$ cat config.mk
export PLATFORM = sky130hd
export DESIGN_NAME = energy_accumulator
export DESIGN_NICKNAME = d
export VERILOG_FILES = /design/src/rtl/energy_accumulator_pkg.sv /design/src/rtl/adder_subtractor_unit.sv /design/src/rtl/energy_accumulator.sv
export SDC_FILE = /design/constraint.sdc
export NUM_CORES = 1
export LEC_CHECK = 0
export BUFFER_PORTS_ARGS = -buffer_cell sky130_fd_sc_hd__buf_4
export CORE_ASPECT_RATIO = 0.75
export CORE_UTILIZATION = 35
export CTS_CLUSTER_DIAMETER = 50
export DETAILED_ROUTE_END_ITERATION = 8
export PLACE_DENSITY = 0.53
export SLEW_MARGIN = 40
export SYNTH_ARGS = -nofsm -noshare
export SYNTH_HDL_FRONTEND = slang
export SYNTH_SLANG_ARGS = --single-unit
export TNS_END_PERCENT = 100
$ cat constraint.sdc
create_clock -name clk_i -period 12.9 [get_ports clk_i]
set_input_delay 1.29 -clock clk_i [delete_from_list [all_inputs] [get_ports clk_i]]
set_output_delay 1.29 -clock clk_i [all_outputs]
set_load 0.01 [all_outputs]
$ cat src/rtl/energy_accumulator_pkg.sv
// Shared types and width helpers for the Ising energy accumulator.
// Parameter defaults of the accumulator and its sub-module are derived from these.
package energy_pkg;

    typedef enum logic [1:0] {
        IDLE  = 2'd0,
        ACCUM = 2'd1,
        DONE  = 2'd2
    } state_t;

    function automatic int calc_dot_width(input int vector_size, input int j_width);
        return $clog2(vector_size) + j_width;
    endfunction

    // One spare bit beyond the worst-case column sum keeps negation of the most negative dot exact.
    function automatic int calc_energy_width(input int vector_size, input int j_width);
        return calc_dot_width(vector_size, j_width) + $clog2(vector_size) + 1;
    endfunction

endpackage

$ cat src/rtl/adder_subtractor_unit.sv
// Combinational two's-complement add/subtract: y = sub ? a - b : a + b.
// Shared with the sigma-controlled dot-product chain so both use the same sign convention.
module adder_subtractor_unit #(
    parameter int WIDTH = 8
) (
    input  logic signed [WIDTH-1:0] a,
    input  logic signed [WIDTH-1:0] b,
    input  logic                    sub,
    output logic signed [WIDTH-1:0] y
);

    assign y = sub ? (a - b) : (a + b);

endmodule

$ cat src/rtl/energy_accumulator.sv
// Accumulates E_raw = sum_j s_j * h_j from a stream of column dot products,
// where s_j = +1 for sigma bit 0 and -1 for sigma bit 1.
module energy_accumulator
    import energy_pkg::*;
#(
    parameter int VECTOR_SIZE     = 256,
    parameter int J_ELEMENT_WIDTH = 4,
    parameter int DOT_WIDTH       = calc_dot_width(VECTOR_SIZE, J_ELEMENT_WIDTH),
    parameter int ENERGY_WIDTH    = calc_energy_width(VECTOR_SIZE, J_ELEMENT_WIDTH),
    parameter int IDX_WIDTH       = $clog2(VECTOR_SIZE)
) (
    input  logic                           clk_i,
    input  logic                           rst_i,
    input  logic                           start_i,
    input  logic [VECTOR_SIZE-1:0]         sigma_i,
    input  logic                           dot_valid_i,
    output logic                           dot_ready_o,
    input  logic signed [DOT_WIDTH-1:0]    dot_i,
    output logic [IDX_WIDTH-1:0]           col_idx_o,
    output logic                           busy_o,
    output logic                           energy_valid_o,
    input  logic                           energy_ready_i,
    output logic signed [ENERGY_WIDTH-1:0] energy_o
);

    state_t state, next_state;

    logic [VECTOR_SIZE-1:0]         sigma_q;
    logic signed [ENERGY_WIDTH-1:0] acc;
    logic signed [ENERGY_WIDTH-1:0] acc_next;
    logic signed [ENERGY_WIDTH-1:0] energy_q;
    logic signed [ENERGY_WIDTH-1:0] dot_ext;
    logic [IDX_WIDTH-1:0]           col;

    logic dot_hs;
    logic energy_hs;
    logic last_col;
    logic load;

    assign dot_ext   = {{(ENERGY_WIDTH-DOT_WIDTH){dot_i[DOT_WIDTH-1]}}, dot_i};
    assign dot_hs    = (state == ACCUM) && dot_valid_i;
    assign energy_hs = (state == DONE) && energy_ready_i;
    assign last_col  = (col == IDX_WIDTH'(VECTOR_SIZE - 1));
    // A start is honoured from IDLE, or chained onto the result handshake to avoid an IDLE bubble.
    assign load      = ((state == IDLE) && start_i) || (energy_hs && start_i);

    adder_subtractor_unit #(
        .WIDTH (ENERGY_WIDTH)
    ) u_addsub (
        .a   (acc),
        .b   (dot_ext),
        .sub (sigma_q[col]),
        .y   (acc_next)
    );

    // NOTE: sequential state uses non-blocking assignments so every register samples pre-edge values.
    always_ff @(posedge clk_i or posedge rst_i) begin
        if (rst_i) begin
            state <= IDLE;
        end else begin
            state <= next_state;
        end
    end

    // NOTE: next_state gets a default before the case so no path leaves it unassigned (no latch).
    always_comb begin
        next_state = state;
        case (state)
            IDLE:    if (start_i) next_state = ACCUM;
            ACCUM:   if (dot_valid_i && last_col) next_state = DONE;
            DONE:    if (energy_ready_i) next_state = start_i ? ACCUM : IDLE;
            default: next_state = IDLE;
        endcase
    end

    // NOTE: sigma_q is a plain register, not a memory, so it is cleared with everything else on reset.
    always_ff @(posedge clk_i or posedge rst_i) begin
        if (rst_i) begin
            sigma_q  <= '0;
            acc      <= '0;
            col      <= '0;
            energy_q <= '0;
        end else if (load) begin
            sigma_q <= sigma_i;
            acc     <= '0;
            col     <= '0;
        end else if (dot_hs) begin
            acc <= acc_next;
            if (last_col) begin
                energy_q <= acc_next;
                col      <= '0;
            end else begin
                col <= col + IDX_WIDTH'(1);
            end
        end
    end

    assign dot_ready_o    = (state == ACCUM);
    assign energy_valid_o = (state == DONE);
    assign busy_o         = (state != IDLE);
    assign col_idx_o      = (state == ACCUM) ? col : '0;
    assign energy_o       = energy_q;

endmodule

=== Word-level counts from Yosys, hierarchy flattened ===
Cells that the tools add are included.

* Add/subtract/negate cells: 3
* Reductions and logical operators: 11
* Bitwise operators: 1
* Equal/unequal tests: 6
* Magnitude comparators: 1
* Mux-type cells: 14

{| class="wikitable"
|+ Operators with widths
! cell !! number
|-
| two-way mux 21 bit || 3
|-
| two-way mux 8 bit || 4
|-
| adder 21 x 12 -> 21 bit || 1
|-
| subtractor 21 x 12 -> 21 bit || 1
|-
| less-than comparator 8 x 9 -> 1 bit, second input constant || 1
|-
| adder 8 x 1 -> 8 bit, second input constant || 1
|-
| binary-select mux 1 bit (select 8 bit) || 1
|-
| equality test 8 bit, second input constant || 1
|-
| two-way mux 2 bit || 3
|-
| one-hot mux 2 bit (3 select lines) || 1
|-
| AND reduction 3 bit || 2
|-
| logical AND 1 bit || 5
|-
| != test 2 x 1 -> 1 bit, second input constant || 2
|-
| nonzero test 2 bit || 2
|-
| equality test 2 x 1 -> 1 bit, second input constant || 1
|-
| equality test 2 bit, second input constant || 1
|-
| zero test 2 bit || 1
|-
| two-way mux 1 bit || 2
|-
| != test 2 bit, second input constant || 1
|-
| logical OR 1 bit || 1
|-
| inverter 1 bit || 1
|}

* Word-level logic and storage cells: 41
* Register bits after elaboration: 308
* Output and inout port bits: 32

=== Depth between registers and ports, before layout ===
Gate-level depths: netlist of the first run.

* Depth after elaboration: 6
* Mapped depth: 25

=== By module ===
A second synthesis of the first run with hierarchy kept.

* Cells, all modules: 1101
* Area, all modules: 15391.0 sq um

{| class="wikitable"
|+ By module, submodules not included
! module !! times used !! cells each !! area each (sq um)
|-
| energy_accumulator || 1 || 880 || 13809.5
|-
| adder_subtractor_unit || 1 || 221 || 1581.5
|}

=== Worst setup path after synthesis of the first run ===
No wires, ideal clock.

* Path type: flip-flop to flip-flop
* Start point: reg col[0]
* End point: reg acc[18]
* Stages on the path, launching flop included: 24
* Data arrival time: 5.054 ns
* Path slack: 7.724 ns
* Period minus slack after synthesis: 5.176 ns
* Cell sequence: dfrtp_1 > buf_6 > buf_8 > buf_6 > buf_6 > mux4_2 > a22oi_1 > nand2_1 > a22oi_1 > a21oi_1 > nor3_4 > buf_6 > nand2_1 > xor2_1 > ha_1 > a21oi_1 > nor2b_1 > a311o_1 > o311a_1 > o2111a_1 > o31a_1 > o21a_1 > or3_1 > a32o_1

* Cells in the longest elaborated chain, start to end: 5

{| class="wikitable"
|+ RTL lines
! item !! line !! source
|-
| start: declaration || energy_accumulator.sv:33 || <nowiki>logic [IDX_WIDTH-1:0] col;</nowiki>
|-
| start signal: assignment || energy_accumulator.sv:93 || <nowiki>col <= col + IDX_WIDTH'(1);</nowiki>
|-
| binary-select mux 1 bit (select 8 bit) || energy_accumulator.sv:52 || <nowiki>.sub (sigma_q[col]),</nowiki>
|-
| two-way mux 1 bit (implied by the code) || energy_accumulator.sv:52 ||
|-
| two-way mux 21 bit || adder_subtractor_unit.sv:12 || <nowiki>assign y = sub ? (a - b) : (a + b);</nowiki>
|-
| two-way mux 21 bit || energy_accumulator.sv:87 || <nowiki>end else if (dot_hs) begin</nowiki>
|-
| two-way mux 21 bit || energy_accumulator.sv:83 || <nowiki>end else if (load) begin</nowiki>
|-
| end signal: assignment || energy_accumulator.sv:88 || <nowiki>acc <= acc_next;</nowiki>
|-
| end: declaration || energy_accumulator.sv:29 || <nowiki>logic signed [ENERGY_WIDTH-1:0] acc;</nowiki>
|}

No other way between the ends. The select of a mux whose other input is x is not followed.
A chain may end at the register's enable or synchronous reset.

=== Final worst setup path of the first run ===
* Start point: reg col[0]
* End point: reg acc[20]

The elaborated chain is that of the path after synthesis.

==> results_dict.tcl, run 1 <==
set metrics [dict create \
    status "complete, no violations" \
    syn-num-nets 1392 \
    via_count 10123 \
    crit_chain "buf_6 -> mux4_2 -> a22o_1 -> a211oi_1 -> o22a_1 -> a21oi_1 -> nor3_4 -> buf_6 -> nand2_1 -> xor2_1 -> ha_1 -> nor2b_1 -> a311o_1 -> o311a_1 -> o2111a_1 -> or3_1 -> a21o_1 -> a2111o_1 -> o211ai_1" \
    use_met3_pct 3.94 \
    cp-start-kind "flip-flop" \
    pre_cts_ws_ps 6110 \
    core_um2 42200 \
    cts_tree "done" \
    finalCritPeriodShare_pct 50.6 \
    slowest_delay_ps 720 \
    cp_common_cell "buf_6" \
    grt_pass1_wl_um 64900 \
    seq_area_frac_synth_pct 51.3 \
    maxSlewViolCount 0 \
    dpl.hpwl_um 30100 \
    rows 65 \
    max_cap_viol_count 0 \
    switching_power_mw 1.73 \
    leakagePower_nw 8.38 \
    routed_wirelength_um 42300 \
    layout_setup_ws_ps 6380 \
    ctsResizeCount 0 \
    top_usage_layer "met1" \
    vias_per_cell 5.10 \
    cts.clk_slew.worst_paths_ps 60 \
    cts.htree.levels 2 \
    drive_gt1_share_pct 51.0 \
    critPathMaxFanout 39 \
    nets 1686 \
    required_ps 13330 \
    ys_warn_count 0 \
    intPower_mw 3.19 \
    synthesis.area_um2 15000 \
    critPathKind "reg2reg" \
    async_flop_share_pct 100 \
    fmax_mhz 153 \
    seq_power_share_pct 34.5 \
    grt_pass1_vias 10513 \
    numCtsBuffers 37 \
    yosysUniqueCellTypes 65 \
    synth_edf_count 0 \
    setup_tns_ps 0 \
    worst_pin_slew_ps 770 \
    p_clk_share_pct 20.6 \
    rsz0062_at_grt "false" \
    dieHeight_um 181 \
    grt_max_degree 110 \
    peakVddDrop_uv 121 \
    hold_class "reg2reg" \
    setup_violations 0 \
    place_congestion 0.803 \
    clock_latency_ps 540 \
    worstSetupEndpointType "flip-flop" \
    overflow 0 \
    io_buffers 304 \
    cellPowerDensity_nw_per_um2 257 \
    first_pass_iters 5 \
    die_width_um 241 \
    grt_use_total_pct 19.7 \
    cts_root_buf "clkbuf_16" \
    cts_sinks 308 \
    drc_errors 0 \
    p_sw_share_pct 35.2 \
    clockBufferDepth 3 \
    layoutNonFillerInstCount 1986 \
    grt.met1_usage_pct 29.5 \
    power_frac_comb_pct 44.9 \
    syn_avg_cell_area_um2 13.7 \
    ant_nets 0 \
    dp.cells 1920 \
    cts_setup_buffers 0 \
    period_minus_slack_ps 6520 \
    grtUsageMet2_pct 29.0 \
    ys_ff_latch 308 \
    antenna_found_initial 3 \
    cts.hold.buffers_added 0 \
    initial_core_util_pct 35.6 \
    syn2layout_area_growth_pct 27.2 \
    ys.flop_type "dfrtp_1" \
    routedWlPerCell_um 21.3 \
    crit_arrival_ps 6960 \
    drt_iter0_markers 507 \
    crit_slowest_cell "dfrtp_4" \
    dieArea_um2 43800 \
    synthesis.instances 1096 \
    fin_worst_skew_ps 21.3 \
    io_pins 305 \
    slew_headroom_pct 48.6 \
    hold_viol 0 \
    post-route-util_pct 45.3 \
]
-- layout make-up --
| type | instances | area, um2 |
|---|---|---|
| Antenna cell | 2 | 5.00 |
| Clock buffer | 48 | 1020 |
| Clock inverter | 16 | 155 |
| Fill cell | 3845 | 23100 |
| Inverter | 14 | 65.1 |
| Multi-Input combinational cell | 707 | 6930 |
| Sequential cell | 308 | 7710 |
| Tap cell | 569 | 712 |
| Timing Repair Buffer | 322 | 2510 |
-- power groups by stage --
stage,Sequential [mW],Combinational (mW),Clock [mW]
after global routing,1.76,2.45,1.08
after floorplan,1.58,1.78,0
final,1.70,2.21,1.01
after CTS,1.70,2.23,1.04
after detailed placement,1.71,2.22,0
after global placement,1.75,2.13,0
-- critical path, delay by kind of cell, from the launching register on --
| family | cells | cell delay, ps |
|---|---|---|
| simple gates | 4 | 1110 |
| fa+ha+maj | 1 | 340 |
| compound gates | 10 | 2710 |
| buf+inv | 2 | 770 |
| mux | 1 | 590 |
| flops | 1 | 720 |
| xor+xnor | 1 | 150 |
-- routing by layer --
metal  vias up  part of all wire [%]
met5         -                 0.057
met4         4                   1.9
met3        61                   5.4
met2       270                    44
met1      5106                    48
li1       4682                     -
-- per-stage QoR --
step	cell area, um2	power, mW	hold WS, ps
detailed placement	17900	3.94	464
finish	19100	4.92	476
global placement	17800	3.87	461
floorplan	15000	3.36	450
CTS	19100	4.98	478
global route	19100	5.29	498
-- registers in the layout (all words and copies together) (netlist names) --
signal and flops:
state 2, energy_o 21, sigma_q 256, acc 21
col 8
-- cells in the final DEF (no fill, tap or decap), drive strengths merged, types with 6 or more instances in the layout --
master / count
a22o: 22
mux2i: 26
a22oi: 6
or3: 6
mux2: 265
o21ai: 31
nand2: 63
xor2: 13
nor2: 31
inv: 15
ha: 22
o31ai: 6
xnor2: 12
nor2b: 11
and2: 14
nor3: 10
mux4: 58
clkbuf: 49
dfrtp: 308
a211oi: 9
a21oi: 15
nand3: 7
a21o: 6
clkinv: 10
buf: 321
-- Yosys cell counts (7+ instances only) --
cell      number  area (um2)
buf_2          7        35.0
xnor2_1       12         105
a22o_1        22         193
a21oi_1       15        75.1
nor2b_1       11        68.8
nor2_1        31         116
o21ai_0       27         135
dfrtp_1      308        7710
mux2_2       265        2980
buf_6          8        90.1
clkbuf_1      44         165
and2_1        13        81.3
nand2_1       63         236
nand3_1        7        35.0
xor2_1        13         114
mux2i_1       26         260
ha_1          22         275
a211oi_1       9        67.6
nor3_1         9        45.0
mux4_2        58        1310
inv_1         14        52.6
-- kinds of logic after synthesis --
| family | synth area share (%) |
|---|---|
| buffers and inverters | 2.66 |
| and+or+nand+nor | 5.55 |
| AOI/OAI and AO/OA | 6.80 |
| xor gates and xnor gates | 1.46 |
| adders and majority gates | 1.96 |
| DFF | 51.3 |
| muxes | 30.3 |
-- final timing paths --
| path | start | end | slack (ps) | depth (start not counted) |
|---|---|---|---|---|
| hold / removal | energy_o[8] | energy_o[8] | 480 | 2 |
| max in group asynchronous | rst_i | sigma_q[98] | 10320 | 5 |
| min in group asynchronous | rst_i | sigma_q[28] | 810 | 2 |
| setup / recovery | col[0] | acc[20] | 6380 | 19 |
| hold reg to reg | energy_o[8] | energy_o[8] | 480 | 2 |
| setup reg to reg | col[0] | acc[20] | 6380 | 19 |
Power figures use the tool's default switching activity.
==> run 2: changes to the inputs <==
ABC_AREA = 1   (was unset)
PLACE_DENSITY = 0.55   (was 0.53)
clock period = 5.8 ns   (was 12.9 ns; I/O delays follow)
==> run 2 against run 1 <==
Via count grew 42%. Register-to-register slack got worse by 5200 ps. Count of clock-buffer cells in the layout is 2 higher. Critical path depth up 8. Flip-flop and latch count is the same. Die area rose by 4.3%. Global-route usage rose by 3.3 points. Clock skew up 5.5 ps. Clock power increased by 140%. Maximum frequency increased by 42%. Critical path type unchanged. Largest cell class unchanged. Largest power group unchanged.
==> results_dict.tcl, run 2 <==
set metrics [dict create \
    io_buffers 304 \
    cellPowerDensity_nw_per_um2 623 \
    drive_gt1_share_pct 17.2 \
    yosysMostFrequentCell "nand2_1" \
    cp-start-kind "flip-flop" \
    peakVddDrop_uv 268 \
    grt_max_degree 156 \
    largest_reg_flops 256 \
    synthesis.instances 2098 \
    initial_core_util_pct 35.8 \
    max_cap_viol_count 0 \
    cts_sinks 308 \
    largest_register "sigma_q" \
    cts.hold.buffers_added 0 \
    grt_pass1_wl_um 80600 \
    yosys.area_share.simple_pct 29.5 \
    synthTopCellsByArea "dfrtp_1 (49%), nand2_1 (21%), o21ai_0 (6.2%), nand3_1 (5.2%), inv_1 (4.1%)" \
    clock_latency_ps 540 \
    synth_top_family_by_area "simple AND/OR/NAND/NOR gates" \
    overflow 0 \
    status "complete, no violations" \
    dieHeight_um 185 \
    synthMuxAreaShare_pct 0 \
    async_flop_share_pct 100 \
    nets 2645 \
    cts_setup_buffers 0 \
    crit_arrival_ps 5060 \
    finalCritPeriodShare_pct 79.4 \
    numCtsBuffers 38 \
    first_pass_iters 8 \
    cts.clk_slew.worst_paths_ps 60 \
    synth-compound-area-share_pct 9.94 \
    antenna_found_initial 0 \
    cts_root_buf "clkbuf_16" \
    cts.htree.levels 2 \
    diodes 0 \
    hold_viol 0 \
    yosys-top-cells-count "nand2_1 (873), dfrtp_1 (308), o21ai_0 (194), inv_1 (173), nand3_1 (162)" \
    synth_edf_count 0 \
    synthXorXnorAreaFrac_pct 1.45 \
    io_pins 305 \
    yosysTopAreaCell "dfrtp_1" \
    fin_area_um2 19600 \
    synthesis.area_um2 15700 \
    dieArea_um2 45600 \
    leakagePower_nw 10.1 \
    pre_cts_ws_ps 1210 \
    final_common_cell "nand2_1" \
    ys_ff_latch 308 \
    core_um2 43800 \
    clockBufferDepth 3 \
    seq_area_frac_synth_pct 49.2 \
    critPathKind "reg2reg" \
    worst_pin_slew_ps 744 \
    worstSetupEndpointType "flip-flop" \
    ctsResizeCount 0 \
    place_congestion 0.879 \
    drc_errors 0 \
    dp.cells 2886 \
    hold_class "in2async" \
    syn_avg_cell_area_um2 7.47 \
    synth_top_area_share_pct 49.2 \
    rsz0062_at_grt "false" \
    layout_setup_ws_ps 1200 \
    required_ps 6260 \
    ys_warn_count 0 \
    yosysUniqueCellTypes 37 \
    dpl.hpwl_um 36500 \
    vias_per_cell 4.86 \
    rows 66 \
    critPathMaxFanout 36 \
    routedWlPerCell_um 17.7 \
    grt_use_total_pct 22.9 \
    hold-worst-slack_ps 149 \
    cts_tree "done" \
    die_width_um 246 \
    maxSlewViolCount 0 \
    grt_pass1_vias 13986 \
    routed_wirelength_um 52200 \
    syn2layout_area_growth_pct 25.2 \
    mostFrequentLayoutCells "nand2_1 (873), buf_4 (316), dfrtp_1 (306)" \
    fmax_mhz 217 \
    ant_nets 0 \
    drt_iter0_markers 1083 \
    period_minus_slack_ps 4600 \
    fin_worst_skew_ps 26.8 \
    via_count 14353 \
    postPlaceCellArea_um2 18300 \
    setup_violations 0 \
    ys.flop_type "dfrtp_1" \
    syn-num-nets 2394 \
    setup_tns_ps 0 \
    layoutNonFillerInstCount 2952 \
    yosys.area_share.adder_pct 1.88 \
    slew_headroom_pct 50.4 \
]
## run 2: cell types whose count changed after synthesis, sizes merged, moves of 58 or more
| cell | change |
|---|---|
| nand2 | +813 |
| inv | +163 |
| buf | +60 |
| mux4 | -58 |
| mux2 | -265 |
| nand3 | +156 |
| nor2 | +73 |
| o21ai | +169 |
## run 2: final cells by class
class,count,area (um2)
Inverter,178,683
Clock inverter,15,163
Timing Repair Buffer,325,2540
Clock buffer,50,1100
Tap cell,578,723
Sequential cell,308,7710
Fill cell,4443,24100
Multi-Input combinational cell,1498,6700
## run 2: power breakdown
group,switching [mW],leakage (nW),internal [mW],total [mW]
Combinational,4.06,5.64,2.13,6.19
Clock,0.964,0.624,1.43,2.40
Sequential,0.475,3.82,3.15,3.63
## run 2: worst max-delay path, stage by stage (launching register included)
cell      delay [ps]
dfrtp_4          640
buf_4            430
a21oi_1          120
o21ai_0          130
nand3_1          170
nand3_1          130
nand2_1           60
nand3_1           60
nand2_1          100
nand2_1           80
nand2_1           60
inv_1            120
nand2_4          160
inv_1            130
nand2_1           70
xor2_1           150
ha_1             350
nand2_1           90
nor2_1           200
o21ai_0          130
o211ai_1         120
nor2_1            90
o21ai_0          260
nand3_1          110
nand2_1           90
xor2_1           270
nand2_1          110
nand2_1           70
## run 2: worst paths after layout
path	startpoint	end	slack (ps)	depth (start not counted)
min in group clk_i	sigma_i[17]	sigma_q[17]	250	3
min	rst_i	sigma_q[167]	150	2
min reg2reg	sigma_q[17]	sigma_q[17]	470	2
max	col[0]	energy_o[13]	1200	27
max reg2reg	col[0]	energy_o[13]	1200	27
max in group asynchronous	rst_i	sigma_q[247]	4400	4
## run 2: layer usage
| layer | up-vias | share of wire, % | track usage, % |
|---|---|---|---|
| met5 | - | 0 | 0 |
| met4 | 0 | 1.8 | 4.91 |
| li1 | 7116 | - | - |
| met1 | 6799 | 50 | 34.6 |
| met2 | 381 | 43 | 34.4 |
| met3 | 57 | 5.4 | 3.32 |
## run 2: logic make-up after synthesis
family	count (synthesis)
buffers and inverters	292
AO/OA/AOI/OAI	289
XOR/XNOR	26
adder cells (fa/ha/maj)	23
flip-flops	308
AND/OR/NAND/NOR	1160
## run 2: metrics by stage
step	total power [mW]	util [%]
after floorplan	7.96	-
after global placement	9.81	41.9
after detailed placement	9.83	41.9
after CTS	12.3	44.8
after global routing	13.3	44.8
final	12.2	44.8
==> run 3: changes to the inputs <==
PLACE_DENSITY = 0.53   (was 0.55)
clock period = 4.8 ns   (was 5.8 ns; I/O delays follow)
==> run 3 against run 2 <==
First-iteration DRC count is 4.3% lower. Non-clock buffer count up 10. Sequential share of layout area fell by 0.16 points. Maximum frequency grew 4.8%. Sequential power up 20%. Global-route usage increased by 0.11 points. Clock power is 17% higher. Critical endpoint is now energy_o[14]. Highest routed layer is now met5.
==> results_dict.tcl, run 3 (synthesized netlist as in run 2, its figures left out) <==
set metrics [dict create \
    status "complete, no violations" \
    layout_setup_ws_ps 409 \
    largest_register "sigma_q" \
    numCtsBuffers 38 \
    drt_iter0_markers 1036 \
    cp-start-kind "flip-flop" \
    vias_per_cell 4.85 \
    fin_area_um2 19700 \
    maxSlewViolCount 0 \
    cts_tree "done" \
    dpl.hpwl_um 36100 \
    drc_errors 0 \
    hold_start "sigma_i[180]" \
    slew_headroom_pct 46.6 \
    via_count 14395 \
    power_mw 14.6 \
    cts_setup_buffers 0 \
    power_frac_comb_pct 51.1 \
    peakVddDrop_uv 392 \
    cts.clk_slew.worst_paths_ps 60 \
    antenna_found_initial 3 \
    p_clk_share_pct 19.2 \
    grt_max_degree 166 \
    nets 2655 \
    dieArea_um2 45600 \
    layoutNonFillerInstCount 2967 \
    worstSetupEndpointType "flip-flop" \
    rsz0062_at_grt "false" \
    setup_violations 0 \
    largest_reg_flops 256 \
    crit_arrival_ps 4790 \
    pre_cts_ws_ps 373 \
    r2r_slack_ps 410 \
    fmax_mhz 228 \
    fin_worst_skew_ps 11.5 \
    critPathKind "reg2reg" \
    worst_pin_slew_ps 802 \
    cts_root_buf "clkbuf_16" \
    max_cap_viol_count 0 \
    routedWlPerCell_um 17.7 \
    syn2layout_area_growth_pct 25.7 \
    switching_power_mw 6.55 \
    mostFrequentLayoutCells "nand2_1 (873), buf_4 (323), dfrtp_1 (306)" \
    grt_pass1_wl_um 81100 \
    routed_wirelength_um 52500 \
    postPlaceCellArea_um2 18400 \
    clockBufferDepth 3 \
    io_pins 305 \
    setup_tns_ps 0 \
    clock_latency_ps 540 \
    seq_power_share_pct 29.7 \
    grt_pass1_vias 14086 \
    critPathMaxFanout 15 \
    dp.cells 2895 \
    grt_use_total_pct 23.0 \
    hold_viol 0 \
    first_pass_iters 5 \
    p_sw_share_pct 44.7 \
    cellPowerDensity_nw_per_um2 743 \
    hold_depth 3 \
    leakagePower_nw 10.1 \
    cts.htree.levels 2 \
    reg2reg_depth 24 \
    io_buffers 304 \
    rows 66 \
    place_congestion 0.861 \
    hold-worst-slack_ps 134 \
    drive_gt1_share_pct 17.4 \
    dieHeight_um 185 \
    ant_nets 0 \
    intPower_mw 8.10 \
    timing.rr.end "energy_o[14]" \
    period_minus_slack_ps 4390 \
    hold_class "in2reg" \
    overflow 0 \
    final_common_cell "nand2_1" \
    post-route-util_pct 45.0 \
    worstHoldEndpoint "sigma_q[180]" \
    core_um2 43800 \
    die_width_um 246 \
    reg2reg_from "col[2]" \
    cts_sinks 308 \
    initial_core_util_pct 35.8 \
    finalCritPeriodShare_pct 91.5 \
    required_ps 5200 \
]
## run 3: timing repair
item,CTS,global route
endpoints found under the hold margin,5,0
endpoints found under the setup margin,0,2
hold buffers,1,0
resized for setup,0,1
## run 3: routing by layer
metal,track usage [%],wire length [um],up-vias
met5,0,13,-
met4,6.02,1110,2
met3,3.80,3000,67
met2,33.9,22500,372
met1,34.6,25800,6805
li1,-,-,7149
## run 3: power by group through the flow
stage,logic [mW],registers (mW),clock network [mW]
after floorplan,5.40,4.23,0
final,7.48,4.36,2.81
after detailed placement,7.47,4.39,0
after global routing,8.49,4.47,2.99
after CTS,7.51,4.35,2.88
after global placement,7.46,4.37,0
## run 3: worst max-delay path by stage
stage | from | cells past startpoint | slack, ps | endpoint
3_3_place_gp | col[2] | 25 | 310 | acc[16]
2_1_floorplan | rst_i | 1 | 220 | acc[0]
3_5_place_dp | col[2] | 24 | 370 | energy_o[14]
5_1_grt | col[2] | 24 | 6 | energy_o[14]
6_report | col[2] | 24 | 410 | energy_o[14]
4_1_cts | col[2] | 24 | 360 | energy_o[14]
## run 3: layout make-up
type	count	area, um2
Multi-Input combinational cell	1498	6710
Clock buffer	50	1050
Clock inverter	18	168
Antenna cell	2	5.00
Tap cell	578	723
Inverter	178	681
Timing Repair Buffer	335	2660
Sequential cell	308	7710
Fill cell	4523	24100
## run 3: worst max-delay path, stage by stage (launching register included)
cell and delay (ps):
dfrtp_1 380, inv_1 70, nand2_2 250, inv_1 340, nand2_1 150, nand2_1 50
nor2_1 120, nand2_1 70, nand3_1 60, nand2_1 120, nand2_1 100, nand2_1 70
inv_1 130, nand2_4 150, nand2_2 170, o21ai_2 90, a21boi_1 140, ha_1 370
nand2_1 140, nor4_1 440, a21oi_1 170, o21a_1 210, or2_2 280, nand3_1 80
o21ai_0 80
